### src/rtl/mem_stage_pkg.sv
// Shared encodings and the EX/MEM stage-register payload for the MIPS memory stage.
package mem_stage_pkg;

    localparam logic [2:0]  MEM_NOP_OP = 3'b000;
    localparam logic [2:0]  MEM_LW_OP  = 3'b001;
    localparam logic [2:0]  MEM_SW_OP  = 3'b010;
    localparam logic [31:0] ZeroWord   = 32'h0000_0000;

    typedef enum logic {
        IDLE   = 1'b0,
        ACCESS = 1'b1
    } state_e;

    typedef struct packed {
        logic [2:0]  op;
        logic [31:0] addr;
        logic [31:0] data;
        logic [4:0]  rd;
        logic [31:0] wdata;
        logic        we;
    } ex_mem_t;

    function automatic logic is_mem_op(input logic [2:0] op);
        return (op == MEM_LW_OP) || (op == MEM_SW_OP);
    endfunction

endpackage

### src/rtl/mem_stage_ex_mem_reg.sv
// EX/MEM pipeline register: loads on enable, clears to a NOP with we = 0 on reset.
module ex_mem_reg
    import mem_stage_pkg::*;
(
    input  logic    clk,
    input  logic    rst,
    input  logic    en,
    input  ex_mem_t d,
    output ex_mem_t q
);

    ex_mem_t stage_q;

    always_ff @(posedge clk or posedge rst) begin
        if (rst) begin
            stage_q <= '0;
        end else if (en) begin
            stage_q <= d;
        end
    end

    assign q = stage_q;

endmodule

### src/rtl/mem_stage.sv
// MIPS memory stage: EX/MEM register, LW/SW bus access with req/ack, timeout and
// misalignment abort, and the registered MEM/WB writeback triple.
module mem_stage
    import mem_stage_pkg::*;
#(
    parameter int TIMEOUT_CYCLES = 255
) (
    input  logic        clk,
    input  logic        rst,
    input  logic [2:0]  mem_op,
    input  logic [31:0] mem_addr,
    input  logic [31:0] mem_data,
    input  logic [4:0]  wb_write_reg,
    input  logic [31:0] wb_write_data,
    input  logic        wb_we,
    output logic        stall_out,
    output logic        dbus_req,
    output logic        dbus_we,
    output logic [31:0] dbus_addr,
    output logic [31:0] dbus_wdata,
    input  logic [31:0] dbus_rdata,
    input  logic        dbus_ack,
    output logic [4:0]  wb_reg_o,
    output logic [31:0] wb_data_o,
    output logic        wb_we_o,
    output logic        mem_err
);

    localparam logic [7:0] CNT_LAST = 8'(TIMEOUT_CYCLES - 1);

    ex_mem_t     stage_in;
    ex_mem_t     stage_q;
    state_e      state_q, state_d;
    logic [7:0]  cnt_q, cnt_d;
    logic [4:0]  wb_reg_q, wb_reg_d;
    logic [31:0] wb_data_q, wb_data_d;
    logic        wb_we_q, wb_we_d;
    logic        mem_err_q, mem_err_d;
    logic        access, misalign, timeout, stage_en;

    assign stage_in = '{op: mem_op, addr: mem_addr, data: mem_data,
                        rd: wb_write_reg, wdata: wb_write_data, we: wb_we};

    ex_mem_reg u_ex_mem_reg (
        .clk (clk),
        .rst (rst),
        .en  (stage_en),
        .d   (stage_in),
        .q   (stage_q)
    );

    // Timeout releases the stall in its own cycle so the next instruction loads on the abort edge.
    assign access    = (state_q == ACCESS);
    assign misalign  = is_mem_op(stage_q.op) && (stage_q.addr[1:0] != 2'b00);
    assign timeout   = access && !dbus_ack && (cnt_q == CNT_LAST);
    assign stall_out = access && !dbus_ack && !timeout;
    assign stage_en  = !stall_out;

    always_comb begin
        state_d   = state_q;
        cnt_d     = cnt_q;
        wb_reg_d  = wb_reg_q;
        wb_data_d = wb_data_q;
        wb_we_d   = wb_we_q;
        mem_err_d = 1'b0;

        if (!access) begin
            wb_reg_d  = stage_q.rd;
            wb_data_d = stage_q.wdata;
            wb_we_d   = stage_q.we && !misalign;
            mem_err_d = misalign;
        end else if (dbus_ack) begin
            wb_reg_d = stage_q.rd;
            if (stage_q.op == MEM_LW_OP) begin
                wb_data_d = dbus_rdata;
                wb_we_d   = stage_q.we;
            end else begin
                wb_data_d = ZeroWord;
                wb_we_d   = 1'b0;
            end
        end else if (timeout) begin
            wb_reg_d  = stage_q.rd;
            wb_data_d = ZeroWord;
            wb_we_d   = 1'b0;
            mem_err_d = 1'b1;
        end else begin
            wb_we_d = 1'b0;
            cnt_d   = cnt_q + 8'd1;
        end

        if (stage_en) begin
            state_d = (is_mem_op(mem_op) && (mem_addr[1:0] == 2'b00)) ? ACCESS : IDLE;
            cnt_d   = 8'd0;
        end
    end

    always_ff @(posedge clk or posedge rst) begin
        if (rst) begin
            state_q   <= IDLE;
            cnt_q     <= 8'd0;
            wb_reg_q  <= 5'd0;
            wb_data_q <= ZeroWord;
            wb_we_q   <= 1'b0;
            mem_err_q <= 1'b0;
        end else begin
            state_q   <= state_d;
            cnt_q     <= cnt_d;
            wb_reg_q  <= wb_reg_d;
            wb_data_q <= wb_data_d;
            wb_we_q   <= wb_we_d;
            mem_err_q <= mem_err_d;
        end
    end

    assign dbus_req   = access;
    assign dbus_we    = access && (stage_q.op == MEM_SW_OP);
    assign dbus_addr  = access ? {stage_q.addr[31:2], 2'b00} : ZeroWord;
    assign dbus_wdata = access ? stage_q.data : ZeroWord;
    assign wb_reg_o   = wb_reg_q;
    assign wb_data_o  = wb_data_q;
    assign wb_we_o    = wb_we_q;
    assign mem_err    = mem_err_q;

endmodule
### config.mk
export PLATFORM = sky130hd
export DESIGN_NAME = mem_stage
export DESIGN_NICKNAME = d
export VERILOG_FILES = /design/src/rtl/mem_stage_pkg.sv /design/src/rtl/mem_stage_ex_mem_reg.sv /design/src/rtl/mem_stage.sv
export SDC_FILE = /design/constraint.sdc
export NUM_CORES = 1
export LEC_CHECK = 0
export CORE_UTILIZATION = 41
export CTS_BUF_LIST = sky130_fd_sc_hd__clkbuf_8
export DETAILED_ROUTE_END_ITERATION = 10
export PLACE_DENSITY_LB_ADDON = 0.05
export SYNTH_ARGS = -nofsm -noshare
export SYNTH_HDL_FRONTEND = slang
export SYNTH_SLANG_ARGS = --single-unit
### constraint.sdc
create_clock -name clk -period 5.8 [get_ports clk]
set_input_delay 1.74 -clock clk [delete_from_list [all_inputs] [get_ports clk]]
set_output_delay 1.74 -clock clk [all_outputs]
set_load 0.02 [all_outputs]
==> results_dict.tcl <==
set metrics [dict create \
    status "finished clean" \
    cp_slowest_cell "clkdlybuf4s50_1" \
    die_w_um 127 \
    fin_crit_ns 5.00 \
    yosysWarnings 0 \
    maxSlewHeadroom_pct 26.5 \
    internal-power_mw 1.88 \
    grt_setup_unrepaired "no" \
    synth_fa_ha_area_share_pct 0.389 \
    route.vias.total 4536 \
    post_cts_resize_count 0 \
    wirelength_um 15300 \
    area_growth_pct 47.4 \
    setup_viol 0 \
    maxCapViolations 0 \
    register_area_um2 3830 \
    ir_drop_mv 0.206 \
    slew_viol_final 0 \
    cts_buffers 17 \
    hpwl_um 10300 \
    clock-sinks 153 \
    worstHoldPathType "register to register" \
    grt_max_degree 98 \
    path_cells "clkdlybuf4s50_1 > and2b_1 > o31ai_4 > inv_2 > clkdlybuf4s50_1" \
    p_sw_share_pct 24.3 \
    antenna_found_initial 2 \
    io_buffers 243 \
    num_rows 45 \
    grt_pass1_wl_um 24500 \
    multi_input_area_um2 2450 \
    synth_compound_area_share_pct 6.38 \
    fillCellCount 1212 \
    drc 0 \
    tightest_slew_ns 1.10 \
    synth_top_family_by_area "multiplexers" \
    crit_path_frequent_cell "clkdlybuf4s50_1" \
    pwr_density_cell_nw_per_um2 262 \
    crit_path_max_fanout 3 \
    p_seq_share_pct 48.1 \
    gp_congestion 0.709 \
    wl_per_cell_um 16.5 \
    syn_area_um2 6430 \
    firstDrtPassIters 4 \
    cts_tree "done" \
    instances_no_fill 931 \
    critical_path.max_stage_delay_ns 0.63 \
    clkPwrFrac_pct 35.0 \
    cp-end-kind "output port" \
    worstSetupPathType "input port to output port" \
    pre_cts_ws_ns 0.796 \
    critPathArrivalTime_ns 3.26 \
    tns_ns 0 \
    start_util_pct 42.1 \
    root_buffer "clkbuf_8" \
    grt-ovfl-total 0 \
    drtIter0Drc 198 \
    drive_above_1_share_pct 20.6 \
    max_freq_ghz 0.200 \
    seq_area_frac_synth_pct 59.6 \
    p_leak_nw 3.90 \
    post_cts.repair.setup_buffers 0 \
    switching_power_uw 603 \
    hold_violations 0 \
    htreeDepth 4 \
    synth_area_per_cell_um2 13.8 \
    postCtsHoldBufs 0 \
    ant_nets 0 \
    required_ns 4.06 \
    ys_ff_latch 153 \
    vias_per_cell 4.87 \
    syn_inst 467 \
    grt_pass1_vias 4769 \
    pwr-share-comb_pct 16.9 \
    die_h_um 127 \
    cp-start-kind "input port" \
    yosys.area_share.simple_pct 11.1 \
    core_um2 15300 \
    synth.area.mux_share_pct 19.3 \
    finalCritPeriodShare_pct 86.2 \
    clk_latency_ns 0.46 \
    synth_xor_area_share_pct 0.681 \
    ios 246 \
    die_area_um2 16200 \
    clk_path_buf_depth 2 \
    setup_slack_ns 0.802 \
    nNetsFinal 847 \
    synth.distinct_cells 33 \
    clk_pin_slew_ns 0.08 \
    grt_use_total_pct 19.8 \
    hold-worst-slack_ns 0.498 \
    dp.cells 897 \
    finalClockSkew_ns 0.0104 \
]
-- worst paths after layout --
check | start | endpoint | slack (ns) | cells past startpoint
max in group asynchronous | rst | u_ex_mem_reg.q[11]$_DFFE_PP0N_ | 3.43 | 3
hold reg to reg | u_ex_mem_reg.q[30]$_DFFE_PP0N_ | u_ex_mem_reg.q[30]$_DFFE_PP0N_ | 0.50 | 1
min in group asynchronous | rst | u_ex_mem_reg.q[32]$_DFFE_PP0N_ | 1.79 | 3
setup reg to reg | dbus_req$_DFFE_PP0N_ | u_ex_mem_reg.q[100]$_DFFE_PP0N_ | 3.09 | 4
hold / removal | u_ex_mem_reg.q[30]$_DFFE_PP0N_ | u_ex_mem_reg.q[30]$_DFFE_PP0N_ | 0.50 | 1
setup / recovery | dbus_ack | stall_out | 0.80 | 5
-- registers in the layout, summed over array words and instances (netlist names) --
register	count
u_ex_mem_reg.q	105
wb_data_o	32
cnt_q	8
wb_reg_o	5
dbus_req	1
mem_err	1
wb_we_o	1
-- synth_stat cells --
cell	instances	area (um^2)
o311ai_0	1	8.76
inv_1	3	11.3
nor2_1	6	22.5
a221o_1	32	320
and2_1	62	388
a21oi_1	4	20.0
nand2b_1	1	6.26
ha_1	2	25.0
o21ai_0	3	15.0
inv_2	1	3.75
and3_1	1	6.26
o41ai_1	2	17.5
nor4bb_1	1	10.0
xnor2_1	3	26.3
clkbuf_1	16	60.1
o31ai_1	1	7.51
xor2_1	2	17.5
nand4_1	1	6.26
nor2b_1	32	200
buf_2	10	50.1
nand2_1	3	11.3
nand3b_1	1	7.51
and4_1	1	8.76
buf_4	5	37.5
and2b_1	1	7.51
mux2_2	110	1240
conb_1	1	3.75
nor3b_1	1	7.51
nand3_1	4	20.0
or4_1	1	7.51
o31ai_4	1	21.3
or3_1	1	6.26
dfrtp_1	153	3830
-- per-layer routing --
layer	global-route usage, %	vias up	part of all wire, %
met1	23.7	2243	42
met4	7.21	0	1.7
met5	0	-	0
met2	31.7	155	48
li1	-	2123	-
met3	8.58	15	8.6
-- cell type report --
type	count	area share [%]
Antenna cell	2	0.0528
Multi-Input combinational cell	280	25.8
Tap cell	211	2.79
Clock buffer	19	2.76
Inverter	4	0.198
Clock inverter	13	1.70
Timing Repair Buffer	249	26.3
Sequential cell	153	40.4
-- cells by family (layout without fill, tap and decap cells) --
group,count (synthesis),in the layout
xor+xnor,5,5
compound gates,44,44
other cells,1,4
fa+ha+maj,2,2
flops,153,153
simple gates,117,117
mux,110,110
buf+inv,35,285
-- power by group through the flow --
stage | logic [mW] | registers (mW) | clock network (mW)
floorplan | 0.175 | 1.24 | 0
global placement | 0.420 | 1.21 | 0
detailed placement | 0.425 | 1.22 | 0
CTS | 0.427 | 1.20 | 0.897
global route | 0.451 | 1.21 | 0.942
finish | 0.420 | 1.19 | 0.868
-- placed cells by master, fill, tap and decap left out, types with 2 or more instances in the layout --
| cell type | synthesis | routed |
|---|---|---|
| ha_1 | 2 | 2 |
| mux2_2 | 110 | 110 |
| o41ai_1 | 2 | 2 |
| bufinv_16 | 0 | 4 |
| nor2b_1 | 32 | 32 |
| nand2_1 | 3 | 3 |
| conb_1 | 1 | 2 |
| xnor2_1 | 3 | 3 |
| dfrtp_1 | 153 | 152 |
| o21ai_0 | 3 | 3 |
| nand3_1 | 4 | 4 |
| clkinv_2 | 0 | 3 |
| xor2_1 | 2 | 2 |
| a221o_1 | 32 | 32 |
| clkbuf_8 | 0 | 19 |
| and2_1 | 62 | 62 |
| inv_1 | 3 | 7 |
| diode_2 | 0 | 2 |
| clkinvlp_4 | 0 | 2 |
| a21oi_1 | 4 | 4 |
| nor2_1 | 6 | 6 |
| buf_4 | 5 | 5 |
| clkdlybuf4s50_1 | 0 | 243 |
-- worst max-delay path, delay by kind of cell --
family,cells,cell delay [ns]
buffers and inverters,3,1.13
AOI/OAI and AO/OA,1,0.10
and+or+nand+nor,1,0.28
-- stage by stage --
step           utilization [%]  instance area [um^2]  power, mW
2_1_floorplan                -                  6440       1.41
3_3_place_gp              59.3                  9050       1.63
3_5_place_dp              59.3                  9050       1.64
4_1_cts                   62.1                  9470       2.52
5_1_grt                   62.1                  9480       2.60
6_report                  62.1                  9480       2.48
Power figures use the tool's default switching activity.
